### src/rtl/ma_channel_scheduler.sv
// Round-robin scheduler feeding NCH channels through one shared 4-tap moving-average datapath.
// Optional build macro MA_ROUND_EN selects round-half-up output instead of truncation.
module ma_channel_scheduler #(
  parameter int W   = 8,
  parameter int NCH = 4
) (
  input  logic                     clk,
  input  logic                     rst,
  input  logic [NCH-1:0]           s_valid,
  input  logic [NCH*W-1:0]         s_data,
  output logic [NCH-1:0]           s_ready,
  output logic                     m_valid,
  output logic [W-1:0]             m_data,
  output logic [$clog2(NCH)-1:0]   m_chan,
  input  logic                     m_ready
);

  localparam int CW = $clog2(NCH);

  typedef enum logic [1:0] {IDLE, CALC, OUT} state_t;

  state_t          r_state, w_next;
  logic [CW-1:0]   r_ptr;
  logic [CW-1:0]   r_g;
  logic [W-1:0]    r_sample;
  logic [W-1:0]    r_h1 [NCH];
  logic [W-1:0]    r_h2 [NCH];
  logic [W-1:0]    r_h3 [NCH];
  logic            r_m_valid;
  logic [W-1:0]    r_m_data;
  logic [CW-1:0]   r_m_chan;

  logic            w_found;
  logic [CW-1:0]   w_gidx;
  logic            w_hs;
  logic [W+1:0]    w_sum;
  logic [W-1:0]    w_avg;

  // Search starts at r_ptr and wraps; the first asserted valid wins.
  always_comb begin
    int unsigned c;
    w_found = 1'b0;
    w_gidx  = '0;
    c       = 0;
    for (int unsigned k = 0; k < NCH; k++) begin
      c = int'(r_ptr) + k;
      if (c >= NCH) c = c - NCH;
      if (!w_found && s_valid[c]) begin
        w_found = 1'b1;
        w_gidx  = CW'(c);
      end
    end
  end

  always_comb begin
    s_ready = '0;
    if (r_state == IDLE && !rst && w_found)
      s_ready = {{(NCH-1){1'b0}}, 1'b1} << w_gidx;
  end

  assign w_hs = |(s_valid & s_ready);

  always_comb begin
    w_sum = (W+2)'(r_sample) + (W+2)'(r_h1[r_g]) + (W+2)'(r_h2[r_g]) + (W+2)'(r_h3[r_g]);
`ifdef MA_ROUND_EN
    begin
      logic [W+1:0] w_rnd;
      w_rnd = w_sum + (W+2)'(2);
      w_avg = w_rnd[W+1:2];
    end
`else
    w_avg = w_sum[W+1:2];
`endif
  end

  always_comb begin
    w_next = r_state;
    case (r_state)
      IDLE:    if (w_hs) w_next = CALC;
      CALC:    w_next = OUT;
      OUT:     if (m_ready) w_next = IDLE;
      default: w_next = IDLE;
    endcase
  end

  always_ff @(posedge clk) begin
    if (rst) r_state <= IDLE;
    else     r_state <= w_next;
  end

  always_ff @(posedge clk) begin
    if (rst) begin
      r_ptr     <= '0;
      r_g       <= '0;
      r_sample  <= '0;
      r_m_valid <= 1'b0;
      r_m_data  <= '0;
      r_m_chan  <= '0;
      for (int unsigned i = 0; i < NCH; i++) begin
        r_h1[i] <= '0;
        r_h2[i] <= '0;
        r_h3[i] <= '0;
      end
    end else begin
      case (r_state)
        IDLE: begin
          if (w_hs) begin
            r_sample <= s_data[int'(w_gidx)*W +: W];
            r_g      <= w_gidx;
            r_ptr    <= (w_gidx == CW'(NCH-1)) ? '0 : w_gidx + CW'(1);
          end
        end
        CALC: begin
          r_m_data   <= w_avg;
          r_m_chan   <= r_g;
          r_m_valid  <= 1'b1;
          r_h3[r_g]  <= r_h2[r_g];
          r_h2[r_g]  <= r_h1[r_g];
          r_h1[r_g]  <= r_sample;
        end
        OUT: begin
          if (m_ready) r_m_valid <= 1'b0;
        end
        default: ;
      endcase
    end
  end

  assign m_valid = r_m_valid;
  assign m_data  = r_m_data;
  assign m_chan  = r_m_chan;

endmodule

### config.mk
export PLATFORM = sky130hd
export DESIGN_NAME = ma_channel_scheduler
export DESIGN_NICKNAME = d
export VERILOG_FILES = /design/src/rtl/ma_channel_scheduler.sv
export SDC_FILE = /design/constraint.sdc
export NUM_CORES = 1
export LEC_CHECK = 0
export BUFFER_PORTS_ARGS = -buffer_cell sky130_fd_sc_hd__buf_4
export CORE_ASPECT_RATIO = 1.2
export CORE_MARGIN = 2
export CORE_UTILIZATION = 35
export DETAILED_ROUTE_END_ITERATION = 8
export PLACE_DENSITY_LB_ADDON = 0.1
export SETUP_SLACK_MARGIN = 0.4
export SLEW_MARGIN = 20
export SYNTH_ARGS = -nofsm -noshare
export SYNTH_HDL_FRONTEND = slang
export SYNTH_SLANG_ARGS = --single-unit
### constraint.sdc
create_clock -name clk -period 4.2 [get_ports clk]
set_input_delay 0.84 -clock clk [delete_from_list [all_inputs] [get_ports clk]]
set_output_delay 0.84 -clock clk [all_outputs]
set_load 0.02 [all_outputs]
Word-level counts from Yosys, hierarchy flattened:

Memories as Yosys holds them, arrays and structs flattened. A register that Yosys moved wholly into a read port is not among the register bits.
Cells that the tools add are included.

* register bits: 25
* memory bits (writable): 96
* word-level logic and storage cells: 102
* memories: 3

* $add $sub $neg: 11
* magnitude comparators: 8
* equal/unequal tests: 5
* shift-type cells: 2
* mux-type cells: 47
* bitwise gates (word level): 1
* reductions and logical operators: 18

Memories
* r_h1: depth 4, width 8, read ports 1, clocked after Yosys merged registers in 1, wr ports 4, RTL line 26 `logic [W-1:0] r_h1 [NCH];`
* r_h2: depth 4, width 8, read ports 1, clocked after Yosys merged registers in 1, wr ports 4, RTL line 27 `logic [W-1:0] r_h2 [NCH];`
* r_h3: depth 4, width 8, read ports 1, clocked after Yosys merged registers in 1, wr ports 4, RTL line 28 `logic [W-1:0] r_h3 [NCH];`

Operators by type and width (count)
* $lt A32 B3 Y1 const B: 4
* $mux W32: 4
* $mux W2: 16
* $shiftx A32 B6 Y8: 1
* $mux W8: 3
* $reduce_or A8 Y1: 3
* $mux W1: 17
* $sub A3 B3 Y4 const B: 3
* $add A10 B8 Y10: 1
* $add A9 B8 Y10: 1
* $add A8 B8 Y9: 1
* $ge A3 B3 Y1 const B: 3
* $bmux W1 S2: 4
* $add A2 B2 Y3 const B: 2
* $pmux W2 S3: 1
* $reduce_and A2 Y1: 3
* $logic_and A1 B1 Y1: 5
* $and A4 B4 Y4: 1
* $eq A2 B2 Y1 const B: 2
* $logic_not A1 Y1: 4
* $mux W4: 1
* $ne A2 B2 Y1 const B: 2
* $reduce_or A4 Y1: 1
* $shl A1 B2 Y4 const A: 1
* other kinds (8): 8

Longest topological paths before layout:

* word-level depth: 21
* gate-level depth with buffers: 15
* gate-level depth less buffers: 12

Worst setup path before layout:

No wires, ideal clock.

* path kind: reg2reg
* start point: register (tool-made name)
* end point: register r_m_data[7] (netlist: m_data[7])
* setup time: 0.115 ns
* arrival: 3.815 ns
* required time: 4.085 ns
* setup slack: 0.270 ns
* stages on the path, launching flop included: 15
* buffers on the path: 3
* clock period less this slack: 3.930 ns
* cells stage by stage: dfxtp_1 -> buf_6 -> buf_4 -> buf_2 -> mux4_2 -> inv_1 -> fa_1 -> fa_1 -> inv_1 -> fa_1 -> a211oi_1 -> o21bai_1 -> a21o_1 -> a21oi_1 -> nor2_1

RTL lines
* to (signal assigned): RTL line 114 `r_m_data <= w_avg;`
* to (decl): RTL line 30 `logic [W-1:0] r_m_data;`

==> results_dict.tcl <==
set metrics [dict create \
    finalSetupViolCount 0 \
    worst_r2r_endpoint "m_data[6]" \
    cts-buffers-inserted 17 \
    fin_crit_sh_pct 86.3 \
    wire_per_inst_um 18.7 \
    syn-cell-area_um2 6350 \
    nets 618 \
    clkPwrFrac_pct 36.3 \
    period_needed_ps 3620 \
    yosysSeqAreaShare_pct 53.9 \
    cp.required_ps 4510 \
    clock.fmax_mhz 276 \
    crit_fanout 7 \
    tightestPinTransition_ps 1060 \
    whs_ps 459 \
    r2r_cells 12 \
    critical_path_class "reg -> reg" \
    ys_ff_latch 123 \
    grt_pass1_vias 4209 \
    grt_pass1_wl_um 23400 \
    power.internal_w 0.00268 \
    slew_headroom_pct 29.4 \
    synthDistinctLibCells 60 \
    power_switching_w 0.00121 \
    die_area_um2 19300 \
    cts_tree "done" \
    antenna_found_initial 0 \
    fin_area_um2 7640 \
    die_y_um 152 \
    dp_cells 748 \
    critPathCapture "m_data[6]" \
    grt.total_usage_pct 16.6 \
    seqCellArea_um2 3430 \
    place_area_um2 6990 \
    multi_input_area_um2 2640 \
    n_antenna_cell 0 \
    n_fill_cell 1651 \
    yosys.area.top_type "edfxtp_1" \
    vias_per_cell 5.04 \
    finish.utilization_pct 43.3 \
    clock_skew_ps 9.18 \
    clkSinkCount 123 \
    setup_tns_ps 0 \
    overflow 0 \
    vias 3959 \
    critical_path_arrival_ps 3930 \
    drtAntennaViolNets 0 \
    endpoint_kind "flop" \
    dr.pass1.iters 4 \
    rsz0062_at_grt "yes" \
    syn_avg_cell_area_um2 13.0 \
    status "finished, final reports clean" \
    combPwrFrac_pct 26.0 \
    totalWireLength_um 14700 \
    clock_path_buffers 2 \
    gp_congestion 0.811 \
    grt_max_degree 32 \
    drc 0 \
    core_um2 17600 \
    synthFlopType "edfxtp_1" \
    finalHoldViolCount 0 \
    ys_warn_count 0 \
    pin_count 54 \
    insertion_delay_ps 420 \
    die_w_um 127 \
    ys_async_sr_fraction_pct 0 \
    peakVddDrop_mv 0.261 \
    final_cells 785 \
    synth_top_area_share_pct 45.4 \
    core.rowCount 53 \
    drt_iter0_markers 203 \
    p_sw_share_pct 31.2 \
    critPathLaunchType "flop" \
    slew_violations 0 \
    pwr-share-seq_pct 37.7 \
    h-tree-depth 4 \
    power_density_nw_per_um2 509 \
    drive_above_1_share_pct 28.0 \
    clk_pin_slew_ps 60 \
    portBuffers 53 \
    dpl.hpwl_um 9530 \
    start_util_pct 36.0 \
    syn_inst 488 \
    synthesis.nets 554 \
    cts-root-buf "clkbuf_16" \
    power.leakage_nw 2.98 \
    cap_violations 0 \
    rrSetupSlack_ps 580 \
    hp-class "reg -> reg" \
    area_growth_pct 20.2 \
    synth-edff-count 96 \
    synth_area_leaders "edfxtp_1 (45%), dfxtp_1 (8.5%), mux4_2 (8.5%)" \
]
## state kept, by name, indices dropped and copies added (netlist names), named ones only
register  count
r_h2         32
r_g           2
r_state       2
r_ptr         2
r_h1         32
r_sample      8
r_h3         32
m_data        8
m_valid       1
m_chan        2
## metal layers
| metal | vias to the layer above | global-route usage (%) | part of all wire, % |
|---|---|---|---|
| met1 | 1959 | 20.5 | 44 |
| met4 | 0 | 6.76 | 2.0 |
| li1 | 1876 | - | - |
| met5 | - | 0 | 0 |
| met3 | 21 | 3.41 | 3.5 |
| met2 | 103 | 28.5 | 50 |
## power groups by stage
stage	registers (W)	logic, W	clock network [W]
final	0.00146	0.00101	0.00141
after global routing	0.00148	0.00114	0.00149
after CTS	0.00147	0.00100	0.00144
after detailed placement	0.00149	0.00100	0
after global placement	0.00149	0.000994	0
after floorplan	0.00149	0.000703	0
## kinds of logic (layout without fill, tap and decap cells)
kind of cell,after synthesis,count (layout),synth area share [%]
and+or+nand+nor,172,172,15.2
DFF,123,123,53.9
buffers and inverters,69,146,4.80
AOI/OAI and AO/OA,52,52,7.17
muxes,42,42,11.4
adders and majority gates,27,27,7.21
xor gates and xnor gates,3,3,0.414
## worst max-delay path, stage by stage, from the launching register on
cell,delay [ps]
dfxtp_4,430
buf_12,150
mux4_2,520
inv_1,120
fa_1,410
inv_1,90
fa_1,400
ha_1,370
a2111o_1,440
a21oi_2,160
o31ai_2,90
xor2_1,150
a22o_1,180
## stage by stage
step                      setup slack [ps]  total power [W]
after CTS                              407          0.00391
after global placement                 305          0.00249
after detailed placement               237          0.00250
after floorplan                        402          0.00219
final                                  575          0.00389
after global routing                   377          0.00411
## cell type report
cell class | instances | area share (%)
clock inverters | 14 | 1.77
repair buffers | 69 | 7.21
inverters | 45 | 2.21
multi-input cells | 296 | 34.6
flip-flops and latches | 123 | 44.9
clock buffers | 18 | 5.75
well taps | 220 | 3.60
## placed cells by master (no fill, tap or decap), types with 3 or more instances in the layout
cell type,n
clkbuf_16,17
nand2b_1,19
inv_1,43
fa_1,16
o221ai_2,8
buf_4,66
a21oi_1,13
edfxtp_1,96
clkinvlp_4,7
nand2_2,3
ha_1,11
o21ai_0,4
mux4_2,24
inv_6,6
dfxtp_1,26
mux2i_1,17
and3_1,16
nand3b_1,3
nor2_1,38
nand2_1,20
and2_1,56
## timing repair
action                     4_1_cts  5_1_grt
setup buffers                    0        5
gates resized for setup          1        4
hold buffers                     0        0
setup endpoints to repair        4        3
## cells in the mapped netlist, types with 2 or more instances
library cell,n
edfxtp_1,96
and2_1,56
inv_1,43
nor2_1,39
dfxtp_1,27
mux4_2,24
nand2_1,20
nand2b_1,20
mux2i_1,17
and3_1,16
fa_1,16
a21oi_1,13
clkbuf_1,12
ha_1,11
o221ai_2,8
buf_2,6
o21ai_0,4
nand2_2,3
nand3b_1,3
a211o_1,2
a211oi_1,2
a21o_1,2
a22oi_1,2
buf_1,2
inv_2,2
nor3b_2,2
o211ai_1,2
o21ai_1,2
o21bai_1,2
or2_2,2
or3_1,2
xnor2_1,2
## how the worst min path moves through the flow
stage | start | end | slack [ps] | depth (start not counted)
after global placement | m_data[0] | m_data[0] | 450 | 2
after global routing | m_chan[0] | m_chan[0] | 490 | 2
final | m_chan[1] | m_chan[1] | 460 | 2
after floorplan | r_ptr[1] | r_ptr[1] | 470 | 2
after detailed placement | m_chan[1] | m_chan[1] | 450 | 2
after CTS | m_chan[1] | m_chan[1] | 460 | 2
No activity file was read; power rests on OpenSTA's default activity.
